==> src/rtl/adder_operand_collector.sv <==
// adder_operand_collector: ping-pong collector packing a serial operand stream into zero-filled 4-operand groups
module adder_operand_collector #(
  parameter int W = 16,
  parameter int NOPS = 4
) (
  input  logic         clk,
  input  logic         rst,
  input  logic         in_valid,
  output logic         in_ready,
  input  logic [W-1:0] in_data,
  input  logic         in_last,
  output logic         out_valid,
  input  logic         out_ready,
  output logic [W-1:0] a,
  output logic [W-1:0] b,
  output logic [W-1:0] c,
  output logic [W-1:0] d,
  output logic [2:0]   out_cnt,
  output logic         err_ovf
);
  if (NOPS != 4) begin : g_bad_nops
    $error("adder_operand_collector supports only NOPS == 4");
  end
  typedef enum logic [1:0] {EMPTY, FILLING, FULL} bank_state_t;
  bank_state_t state [2];
  logic [W-1:0] data [2][4];
  logic [2:0] cnt [2];
  logic wr_bank, rd_bank, acc, con, ovf;
  logic [2:0] idx;
  assign in_ready = state[wr_bank] != FULL;
  assign out_valid = state[rd_bank] == FULL;
  assign acc = in_valid & in_ready;
  assign con = out_valid & out_ready;
  assign ovf = idx == 3'd4;
  assign a = out_valid ? data[rd_bank][0] : '0;
  assign b = out_valid ? data[rd_bank][1] : '0;
  assign c = out_valid ? data[rd_bank][2] : '0;
  assign d = out_valid ? data[rd_bank][3] : '0;
  assign out_cnt = out_valid ? cnt[rd_bank] : '0;
  // A bank is written only while not FULL and read only while FULL, so consume and accept never hit the same bank
  always_ff @(posedge clk or posedge rst)
    if (rst) begin
      for (int i = 0; i < 2; i++) begin
        state[i] <= EMPTY;
        cnt[i] <= '0;
        for (int j = 0; j < 4; j++) data[i][j] <= '0;
      end
      wr_bank <= 1'b0;
      rd_bank <= 1'b0;
      idx <= '0;
      err_ovf <= 1'b0;
    end else begin
      err_ovf <= acc & ovf;
      if (con) begin
        state[rd_bank] <= EMPTY;
        cnt[rd_bank] <= '0;
        for (int j = 0; j < 4; j++) data[rd_bank][j] <= '0;
        rd_bank <= ~rd_bank;
      end
      if (acc) begin
        if (!ovf) begin
          data[wr_bank][idx[1:0]] <= in_data;
          cnt[wr_bank] <= idx + 3'd1;
        end
        state[wr_bank] <= in_last ? FULL : FILLING;
        idx <= in_last ? 3'd0 : ovf ? idx : idx + 3'd1;
        if (in_last) wr_bank <= ~wr_bank;
      end
    end
endmodule

==> config.mk <==
export PLATFORM = sky130hd
export DESIGN_NAME = adder_operand_collector
export DESIGN_NICKNAME = d
export VERILOG_FILES = /design/src/rtl/adder_operand_collector.sv
export SDC_FILE = /design/constraint.sdc
export NUM_CORES = 1
export LEC_CHECK = 0
export ABC_AREA = 1
export CAP_MARGIN = 0
export CELL_PAD_IN_SITES_DETAIL_PLACEMENT = 1
export CELL_PAD_IN_SITES_GLOBAL_PLACEMENT = 1
export CORE_MARGIN = 4
export CORE_UTILIZATION = 41
export CTS_CLUSTER_DIAMETER = 200
export DETAILED_ROUTE_END_ITERATION = 12
export PLACE_DENSITY = 0.92
export SLEW_MARGIN = 20
export SYNTH_ARGS = -nofsm -noshare
export SYNTH_HDL_FRONTEND = slang
export SYNTH_SLANG_ARGS = --single-unit
==> constraint.sdc <==
create_clock -name clk -period 7.6 [get_ports clk]
set_input_delay 2.28 -clock clk [delete_from_list [all_inputs] [get_ports clk]]
set_output_delay 2.28 -clock clk [all_outputs]
set_load 0.02 [all_outputs]
### Word-level counts from Yosys, hierarchy flattened

Cells that the tools add are included.

* input bits: 21
* register bits: 144

* $lt $le $gt $ge: 6
* multiplexer cells: 51
* reduce and logical (&&, ||, !) cells: 5
* $add $sub $neg: 1
* equal/unequal tests: 4
* bitwise operators: 20

Operators with widths (number)
* $and A128 B128 Y128: 4
* $not A128 Y128: 4
* $mux W128: 3
* $demux W64 S1: 5
* $mux W64: 5
* $bwmux W128: 1
* $mux W16: 6
* $mux W48: 1
* $demux W16 S2: 1
* $mux W32: 1
* $mux W3: 8
* $mux W2: 9
* $mux W6: 3
* $mux W4: 2
* $and A6 B6 Y6: 1
* $bwmux W6: 1
* $demux W3 S1: 2
* $not A6 Y6: 1
* $and A4 B4 Y4: 1
* $bwmux W4: 1
* $demux W2 S1: 2
* $ge A2 B2 Y1 const B: 2
* $lt A2 B1 Y1 const B: 2
* $ne A2 B2 Y1 const B: 2
* 12 further kinds: 19

### Longest topological paths before layout

Gate-level depths: netlist of run 1.

* word-level depth: 14
* mapped depth: 11

### Least setup slack after synthesis of run 1

OpenSTA, ideal clock, no wires.

* path type: register to output
* start: register rd_bank
* end: output a[10]
* path buffers: 2
* stages on the path, launching flop included: 6
* slack: 3957 ps
* arrival time: 1363 ps
* data required time: 5320 ps
* cells stage by stage: dfrtp_1 buf_2 clkinv_1 clkbuf_1 nand2_1 a21oi_1

* cells in the longest elaborated chain, start to end: 6

RTL lines
* start, declared: RTL line 28 `logic wr_bank, rd_bank, acc, con, ovf;`
* start signal, assigned: RTL line 58 `rd_bank <= ~rd_bank;`
* $not A1 Y2 (implied by the code) (*): RTL line 31, 35
* $mux W2 (implied by the code) (3 in a row): RTL line 31 `assign out_valid = state[rd_bank] == FULL;`
* $eq A2 B2 Y1: RTL line 31
* $mux W16 (*): RTL line 35 `assign a = out_valid ? data[rd_bank][0] : '0;`
* end, declared: RTL line 14 `output logic [W-1:0] a,`

Every way passes the cells marked *; elsewhere a longest branch is shown, timed or not. The select of a mux whose other input is x is not followed.

### Final worst setup path of run 1

* start: register state[1] (netlist bit)
* end: output b[2]

* cells in the longest elaborated chain, start to end: 5

RTL lines
* start, declared: RTL line 25 `bank_state_t state [2];`
* start signal, assigned by index: RTL line 65 `state[wr_bank] <= in_last ? FULL : FILLING;`
* $mux W2 (implied by the code) (3 in a row): RTL line 31
* $eq A2 B2 Y1: RTL line 31
* $mux W16: RTL line 36 `assign b = out_valid ? data[rd_bank][1] : '0;`
* end, declared: RTL line 15 `output logic [W-1:0] b,`

No other way between the ends. The select of a mux whose other input is x is not followed.

==> flow_summary_export.csv, run 1 <==
group,metric,value,unit
drt,drc,0,
setup_path,cp-start-kind,"register",
logic_synthesis,synth_top_area_share,45.38,%
drt,drtIter0Drc,555,
logic_synthesis,synth_area_leaders,"dfrtp_1, nand2_1, nand3_1",
logic_synthesis,ys_warn_count,0,
power_and_ir_drop,netSwitchingFraction,44.36,%
power_and_ir_drop,leakage,5.137,nW
finish,num-fill-cells,2418,
sta,fin_crit_sh,65.20,%
sta,relSlewSlack,30.14,%
place,place.gp.congestion,0.8290,
global_routing,grt_max_degree,110,
global_routing,met2_usage,41.13,%
cts,cts_made_buffers,17,
power_and_ir_drop,worst_ir_drop_vdd,0.3361,mV
setup_path,crit_type,"reg2out",
outcome,outcome,"finished, final reports clean",
finish,final_cells,1457,
cts,clock_path_buffers,2,
global_routing,grtUsageTotal,24.41,%
drt,avgRoutedWirePerCell,17.72,microns
logic_synthesis,avgSynthCellArea,6.898,sq um
sta,tightest_slew,1.044,ns
cts,cts.repair.resized,0,
floorplan,core_area,18890,sq um
floorplan,ios,91,
sta,skew,0.007683,ns
setup_path,r2r_cells,7,
global_routing,antenna_found_initial,0,
finish,drive_above_1_share,5.263,%
setup_path,required,5.32,ns
logic_synthesis,synthArstFlopShare,100.0,%
logic_synthesis,ys_seq_area_share,45.38,%
sta,rsz0062_at_grt,"no",
power_and_ir_drop,power_frac_seq,33.4,%
power_and_ir_drop,p_comb_share,45.6,%
finish,final_nets,1209,
cts,clk_pin_slew,0.06,ns
drt,via_per_inst,5.227,
logic_synthesis,yosysMostFrequentCell,"nand2_1",
floorplan,die_y,147.2,microns
floorplan,core.rowCount,50,
sta,hold_slack,0.4997,ns
sta,finalSetupViolations,0,
global_routing,grt_pass1_vias,7872,
setup_path,r2r_slack,4.68,ns
run,maxCapViolCount,0,
sta,slew_violations,0,
worst_hold_path,min_to,"data[115]",
setup_path,end_kind,"output pin",
global_routing,grt_pass1_wl,42.08,mm
cts,cts_hold_buffers,0,
cts,cts_tree,"yes",
worst_hold_path,hp-class,"reg2reg",
drt,drt_pass1_iterations,5,
floorplan,start_util,42.03,%
sta,max_freq,0.2018,GHz
setup_path,cp.arrival,2.67,ns
power_and_ir_drop,power.internal,2.131,mW
finish,diodes,0,
logic_synthesis,synthTopCellsByCount,"nand2_1, nor2_1, dfrtp_1, nand3_1, inv_1",
global_routing,busiest_layer,"met2",
setup_path,critical_path_peak_fanout,31,
cts,clock-sinks,144,
setup_path,reg2reg_from,"idx[0]",
place,hpwl,15.94,mm
cts,htree_levels,4,
power_and_ir_drop,power_switching,1.699,mW
floorplan,dieArea,21660,sq um
logic_synthesis,syn-num-nets,1176,
global_routing,globalRouteMet1Util,31.81,%
floorplan,die_w,147.2,microns
logic_synthesis,synth_edf_count,0,
finish,fin_util,49.65,%
worst_hold_path,hold_start,"data[115]",
logic_synthesis,synth.distinct_cells,25,
cts,cts_root_buf,"clkbuf_16",
global_routing,use_met3,4.349,%
drt,ant_nets,0,
logic_synthesis,ys.flop_type,"dfrtp_1",
cts,insertion_delay,0.43,ns
power_and_ir_drop,p_per_area,408.4,nW/um^2
worst_hold_path,hold_depth,2,
setup_path,r2r-end,"data[113]",
drt,wirelength,25.82,mm
logic_synthesis,mappedNetlistArea,7940,sq um
finish,syn2layout_area_growth,18.14,%
drt,via_count,7616,
cts,postCtsSetupBuffers,0,
logic_synthesis,ys_ff_latch,144,
place,post-place-cells,1424,
logic_synthesis,synth_top_cell_by_area,"dfrtp_1",
sta,fin_crit,4.955,ns
sta,hold_violations,0,
global_routing,overflow,0,
power_and_ir_drop,p_clk_share,20.9,%
logic_synthesis,syn_inst,1151,
sta,tns,0,ns
place,io_buffers,90,
worst max path at each step:
stage	start	end	depth (start not counted)
6_report	state[1]	b[2]	7
5_1_grt	state[0]	c[5]	8
4_1_cts	state[1]	b[2]	6
3_5_place_dp	state[1]	b[2]	6
3_3_place_gp	state[1]	b[0]	6
2_1_floorplan	rst	cnt[0]	1
through the flow:
stage	area, sq um	power, mW	worst slack, ns
2_1_floorplan	7940	2.485	1.454
3_3_place_gp	8795	2.900	2.777
3_5_place_dp	8795	2.988	2.705
4_1_cts	9349	3.828	2.244
5_1_grt	9380	4.132	2.528
6_report	9380	3.831	2.645
per-layer routing:
metal	up-vias	wire length, microns
li1	3568	-
met3	48	1415
met5	-	0
met2	225	12740
met1	3775	11000
met4	0	667
layout make-up:
class                           instances  area [sq um]  area share, %
Multi-Input combinational cell        787          3395          36.19
Clock buffer                           26         499.2          5.322
Clock inverter                          6         55.05         0.5869
Inverter                              137         521.8          5.562
Timing Repair Buffer                   97         977.2          10.42
Sequential cell                       144          3607          38.46
Tap cell                              260         325.3          3.468
placed cells by master, fill, tap and decap left out, drive strengths merged, types with 4 or more instances in the layout:
master / Yosys / layout
inv: 136 / 136
nor2: 158 / 158
clkinv: 1 / 6
clkbuf: 24 / 26
dfrtp: 144 / 144
nand2: 396 / 396
a21oi: 69 / 69
ha: 4 / 4
o21ai: 14 / 14
buf: 59 / 7
nand3: 142 / 142
clkdlybuf4s50: 0 / 90
registers in the layout, summed over array words and instances, names as in the netlist:
register  count
cnt           6
data        128
err_ovf       1
idx           3
rd_bank       1
state         4
wr_bank       1
power by group through the flow:
stage	logic [mW]	registers, mW	clock network (mW)
floorplan	1.27	1.21	0
global placement	1.64	1.26	0
detailed placement	1.71	1.28	0
CTS	1.74	1.28	0.811
global route	1.97	1.31	0.850
finish	1.75	1.28	0.802
worst max-delay path, cell delays in order (launching register included):
cell,delay [ns]
dfrtp_1,0.38
nand2_1,0.13
inv_1,0.14
a21oi_4,0.41
buf_16,0.23
buf_4,0.33
nor2_1,0.08
clkdlybuf4s50_1,0.55
kinds of logic (layout without fill, tap and decap cells):
family / count (synthesis) / in the layout / synth area share, %
AND/OR/NAND/NOR: 698 / 698 / 36.40
buffers and inverters: 220 / 266 / 12.17
flip-flops: 144 / 144 / 45.38
AO/OA/AOI/OAI: 84 / 84 / 5.311
adder cells (fa/ha/maj): 4 / 4 / 0.6303
XOR/XNOR: 1 / 1 / 0.1103
No activity file was read; power rests on OpenSTA's default activity.
==> inputs of run 2 (changes only) <==
--- a/config.mk
+++ b/config.mk
@@ -10,10 +10,10 @@
 export CELL_PAD_IN_SITES_DETAIL_PLACEMENT = 1
 export CELL_PAD_IN_SITES_GLOBAL_PLACEMENT = 1
 export CORE_MARGIN = 4
-export CORE_UTILIZATION = 41
+export CORE_UTILIZATION = 37
 export CTS_CLUSTER_DIAMETER = 200
 export DETAILED_ROUTE_END_ITERATION = 12
-export PLACE_DENSITY = 0.92
+export PLACE_DENSITY = 0.88
 export SLEW_MARGIN = 20
 export SYNTH_ARGS = -nofsm -noshare
 export SYNTH_HDL_FRONTEND = slang
==> constraint.sdc (replaced) <==
create_clock -name clk -period 4.45 [get_ports clk]
set_input_delay 1.335 -clock clk [delete_from_list [all_inputs] [get_ports clk]]
set_output_delay 1.335 -clock clk [all_outputs]
set_load 0.02 [all_outputs]
==> run 2 against run 1 <==
Net effect: final cell count rose by 1.5%; critical path depth fell by 2; setup slack got worse by 2.3 ns; wire length rose by 4.7%; non-clock buffer count rose by 9; global-route usage fell by 0.96 points; critical path type unchanged; critical endpoint is now a[3].
==> flow_summary_export.csv, run 2 (same netlist as run 1, synthesis figures left out) <==
group,metric,value,unit
cts,clock-sinks,144,
cts,clock_path_buffers,2,
setup_path,reg2reg_from,"idx[0]",
finish,num-fill-cells,2691,
finish,reg_top3,"data (128), cnt (6), state (4)",
place,post-place-cells,1449,
finish,drive_above_1_share,6.063,%
setup_path,critical_path_peak_fanout,27,
floorplan,die_w,154.5,microns
cts,insertion_delay,0.43,ns
sta,fin_crit_sh,92.11,%
cts,cts_root_buf,"clkbuf_16",
cts,cts_tree,"yes",
floorplan,die_y,154.5,microns
finish,fin_util,45.05,%
setup_path,cp.arrival,2.76,ns
finish,final_cells,1479,
sta,max_freq,0.2440,GHz
cts,cts.repair.resized,0,
setup_path,cp-start-kind,"register",
finish,diodes,0,
sta,tightest_slew,0.8900,ns
worst_hold_path,hp-class,"reg2reg",
worst_hold_path,hold_depth,2,
power_and_ir_drop,p_per_area,705.8,nW/um^2
drt,drc,0,
floorplan,dieArea,23870,sq um
sta,tns,0,ns
run,maxCapViolCount,0,
global_routing,grt_max_degree,145,
drt,via_per_inst,5.147,
power_and_ir_drop,power,6.704,mW
worst_hold_path,min_to,"data[125]",
sta,slew_violations,0,
setup_path,required,3.12,ns
sta,hold_violations,0,
setup_path,r2r_slack,1.89,ns
global_routing,grt_pass1_wl,44.33,mm
drt,ant_nets,0,
sta,finalSetupViolations,0,
finish,final_cell_mix,"nand2_1, nor2_1, dfrtp_1, nand3_1, inv_1",
drt,avgRoutedWirePerCell,18.29,microns
floorplan,start_util,37.65,%
worst_hold_path,hold_start,"data[125]",
setup_path,r2r-end,"data[0]",
floorplan,core.rowCount,53,
place,io_buffers,90,
finish,syn2layout_area_growth,19.63,%
global_routing,antenna_found_initial,0,
sta,skew,0.007388,ns
power_and_ir_drop,worst_ir_drop_vdd,0.3619,mV
drt,drtIter0Drc,441,
cts,postCtsSetupBuffers,0,
cts,clk_pin_slew,0.06,ns
setup_path,crit_type,"reg2out",
finish,max_flop_register,"data",
cts,cts_hold_buffers,0,
setup_path,end_kind,"output pin",
place,hpwl,16.65,mm
global_routing,grt_pass1_vias,8346,
floorplan,core_area,21090,sq um
finish,final_nets,1218,
sta,relSlewSlack,40.60,%
floorplan,ios,91,
global_routing,overflow,0,
finish,largest_register_ff_count,128,
sta,fin_crit,4.099,ns
sta,rsz0062_at_grt,"no",
drt,drt_pass1_iterations,5,
drt,via_count,7613,
place,place.gp.congestion,0.8175,
drt,wirelength,27.04,mm
global_routing,grtUsageTotal,23.45,%
finish,layout.cells.most_common,"nand2_1",
cts,htree_levels,4,
outcome,outcome,"finished, final reports clean",
setup_path,r2r_cells,8,
cts,cts_made_buffers,17,
power_and_ir_drop,leakage,5.191,nW
-- run 2: cell count changes in the layout (fill, tap and decap cells not counted), sizes merged --
cell,before,now
clkbuf,26,24
clkinvlp,0,1
buf,7,16
bufinv,1,2
inv,136,135
clkinv,6,5
-- run 2: layer usage --
metal / GRT usage, % / part of all wire, %
met1: 29.56 / 42
met2: 38.52 / 48
met3: 5.036 / 5.4
met4: 10.98 / 4.2
met5: 0 / 0
-- run 2: cell type report --
type	instances	area, sq um	area share, %
Clock inverter	6	80.08	0.8430
Timing Repair Buffer	106	1059	11.14
Tap cell	275	344.1	3.622
Inverter	137	520.5	5.479
Multi-Input combinational cell	787	3387	35.66
Sequential cell	144	3607	37.97
Clock buffer	24	501.7	5.282
-- run 2: per-stage QoR --
stage               hold slack, ns  worst slack [ns]  area [sq um]
floorplan                   0.4664             1.310          7944
global route                0.5490            0.1990          9499
CTS                         0.5091            0.3357          9499
finish                      0.5116            0.3512          9499
detailed placement          0.4950            0.8068          8917
global placement            0.4798            0.9408          8917
-- run 2: how the worst max path moves through the flow --
stage | from | to | slack [ns] | depth (start not counted)
global placement | rd_bank | a[1] | 0.94 | 5
CTS | rd_bank | a[3] | 0.34 | 5
finish | rd_bank | a[3] | 0.35 | 5
floorplan | rst | cnt[0] | 1.31 | 1
global route | rd_bank | a[3] | 0.20 | 5
detailed placement | rd_bank | a[3] | 0.81 | 5
-- run 2: power by group --
| group | leakage [nW] | total [mW] | internal [mW] | switching (mW) |
|---|---|---|---|---|
| registers | 1.89 | 2.18 | 1.87 | 0.315 |
| clock network | 0.292 | 1.45 | 0.890 | 0.560 |
| logic | 3.01 | 3.07 | 0.985 | 2.09 |
| total | 5.19 | 6.70 | 3.74 | 2.96 |
-- run 2: worst max-delay path, stage by stage (launching register included) --
cell,delay (ns)
dfrtp_4,0.58
nor2_1,0.14
a21oi_4,0.51
buf_4,0.44
a21oi_1,0.09
clkdlybuf4s50_1,0.56
==> inputs of run 3 (changes only) <==
--- a/config.mk
+++ b/config.mk
@@ -13,6 +13,7 @@
 export CORE_UTILIZATION = 37
 export CTS_CLUSTER_DIAMETER = 200
 export DETAILED_ROUTE_END_ITERATION = 12
+export MAX_ROUTING_LAYER = met4
 export PLACE_DENSITY = 0.88
 export SLEW_MARGIN = 20
 export SYNTH_ARGS = -nofsm -noshare
==> run 3 against run 2 <==
Net effect: die area unchanged; register-to-register slack lost 0.03 ns; global-route usage up 0.70 points; wire length about the same; highest routed layer unchanged.
==> flow_summary_export.csv, run 3 (same netlist as run 1, synthesis figures left out) <==
group,metric,value,unit
finish,final_cells,1479,
floorplan,start_util,37.65,%
sta,slew_violations,0,
finish,layout.cells.most_common,"nand2_1",
sta,max_freq,0.2445,GHz
cts,cts_tree,"yes",
setup_path,cp.arrival,2.76,ns
place,post-place-cells,1449,
finish,final_cell_mix,"nand2_1, nor2_1, dfrtp_1, nand3_1, inv_1",
setup_path,critical_path_peak_fanout,27,
power_and_ir_drop,netSwitchingFraction,44.19,%
finish,reg_top3,"data (128), cnt (6), state (4)",
sta,skew,0.009205,ns
setup_path,cp-start-kind,"register",
drt,wirelength,27.07,mm
power_and_ir_drop,power_switching,2.963,mW
cts,insertion_delay,0.43,ns
cts,cts_hold_buffers,0,
sta,fin_crit,4.091,ns
sta,rsz0062_at_grt,"no",
cts,cts_made_buffers,17,
worst_hold_path,hp-class,"reg2reg",
drt,avgRoutedWirePerCell,18.30,microns
power_and_ir_drop,p_comb_share,45.9,%
power_and_ir_drop,power_frac_seq,32.5,%
finish,final_nets,1218,
drt,via_count,7635,
finish,final_area,9499,sq um
drt,via_per_inst,5.162,
floorplan,die_y,154.5,microns
sta,fin_crit_sh,91.93,%
cts,postCtsSetupBuffers,0,
floorplan,ios,91,
power_and_ir_drop,leakage,5.191,nW
finish,drive_above_1_share,6.063,%
drt,drtIter0Drc,481,
setup_path,crit_type,"reg2out",
finish,syn2layout_area_growth,19.63,%
power_and_ir_drop,p_clk_share,21.6,%
setup_path,end_kind,"output pin",
sta,tightest_slew,0.8567,ns
place,hpwl,16.65,mm
power_and_ir_drop,power.internal,3.742,mW
drt,drt_pass1_iterations,5,
sta,tns,0,ns
cts,cts.repair.resized,0,
place,placed_area,8917,sq um
finish,fin_util,45.05,%
cts,cts_root_buf,"clkbuf_16",
finish,max_flop_register,"data",
drt,ant_nets,0,
global_routing,grt_pass1_wl,44.35,mm
global_routing,grt_pass1_vias,8337,
finish,largest_register_ff_count,128,
floorplan,die_w,154.5,microns
drt,drc,0,
floorplan,core_area,21090,sq um
global_routing,grt_max_degree,145,
power_and_ir_drop,worst_ir_drop_vdd,0.3610,mV
sta,hold_violations,0,
cts,htree_levels,4,
outcome,outcome,"finished, final reports clean",
floorplan,dieArea,23870,sq um
cts,clock_path_buffers,2,
cts,clock-sinks,144,
global_routing,overflow,0,
place,io_buffers,90,
sta,finalSetupViolations,0,
sta,relSlewSlack,42.82,%
floorplan,core.rowCount,53,
setup_path,required,3.12,ns
place,place.gp.congestion,0.8296,
global_routing,antenna_found_initial,0,
cts,clk_pin_slew,0.06,ns
finish,diodes,0,
power_and_ir_drop,p_per_area,705.9,nW/um^2
run,maxCapViolCount,0,
global_routing,grtUsageTotal,24.15,%
## run 3: final cells by class
class                           count  area, sq um
Clock buffer                       24        501.7
Inverter                          137        520.5
Tap cell                          275        344.1
Clock inverter                      6        80.08
Timing Repair Buffer              106         1059
Sequential cell                   144         3607
Fill cell                        2691        11590
Multi-Input combinational cell    787         3387
## run 3: worst paths after layout
kind,to,slack [ns],cells past startpoint,from
max in group asynchronous,rd_bank,2.34,3,rst
setup reg to reg,data[26],1.86,8,idx[0]
hold / removal,data[125],0.51,2,data[125]
hold reg to reg,data[125],0.51,2,data[125]
setup / recovery,a[3],0.36,5,rd_bank
min in group asynchronous,data[70],1.49,3,rst
## run 3: stage by stage
step	setup slack [ns]	power (mW)	hold WS (ns)
3_5_place_dp	0.8068	5.221	0.4950
2_1_floorplan	1.310	4.245	0.4664
6_report	0.3592	6.705	0.5088
5_1_grt	0.1996	7.220	0.5490
3_3_place_gp	0.9408	5.065	0.4798
4_1_cts	0.3357	6.739	0.5091
## run 3: per-layer routing
metal | track usage [%] | wire length, microns
met1 | 29.86 | 11420
met2 | 38.39 | 12970
met3 | 5.120 | 1567
met4 | 10.47 | 1109
met5 | - | 0
## run 3: worst max-delay path, stage by stage (launching register included)
cell	delay, ns
dfrtp_4	0.57
nor2_1	0.14
a21oi_4	0.51
buf_4	0.44
a21oi_1	0.09
clkdlybuf4s50_1	0.56
## run 3: power by group through the flow
stage	Sequential (mW)	Clock [mW]	Combinational, mW
floorplan	2.07	0	2.18
global placement	2.14	0	2.92
detailed placement	2.18	0	3.04
CTS	2.18	1.47	3.10
global route	2.24	1.53	3.45
finish	2.18	1.45	3.08
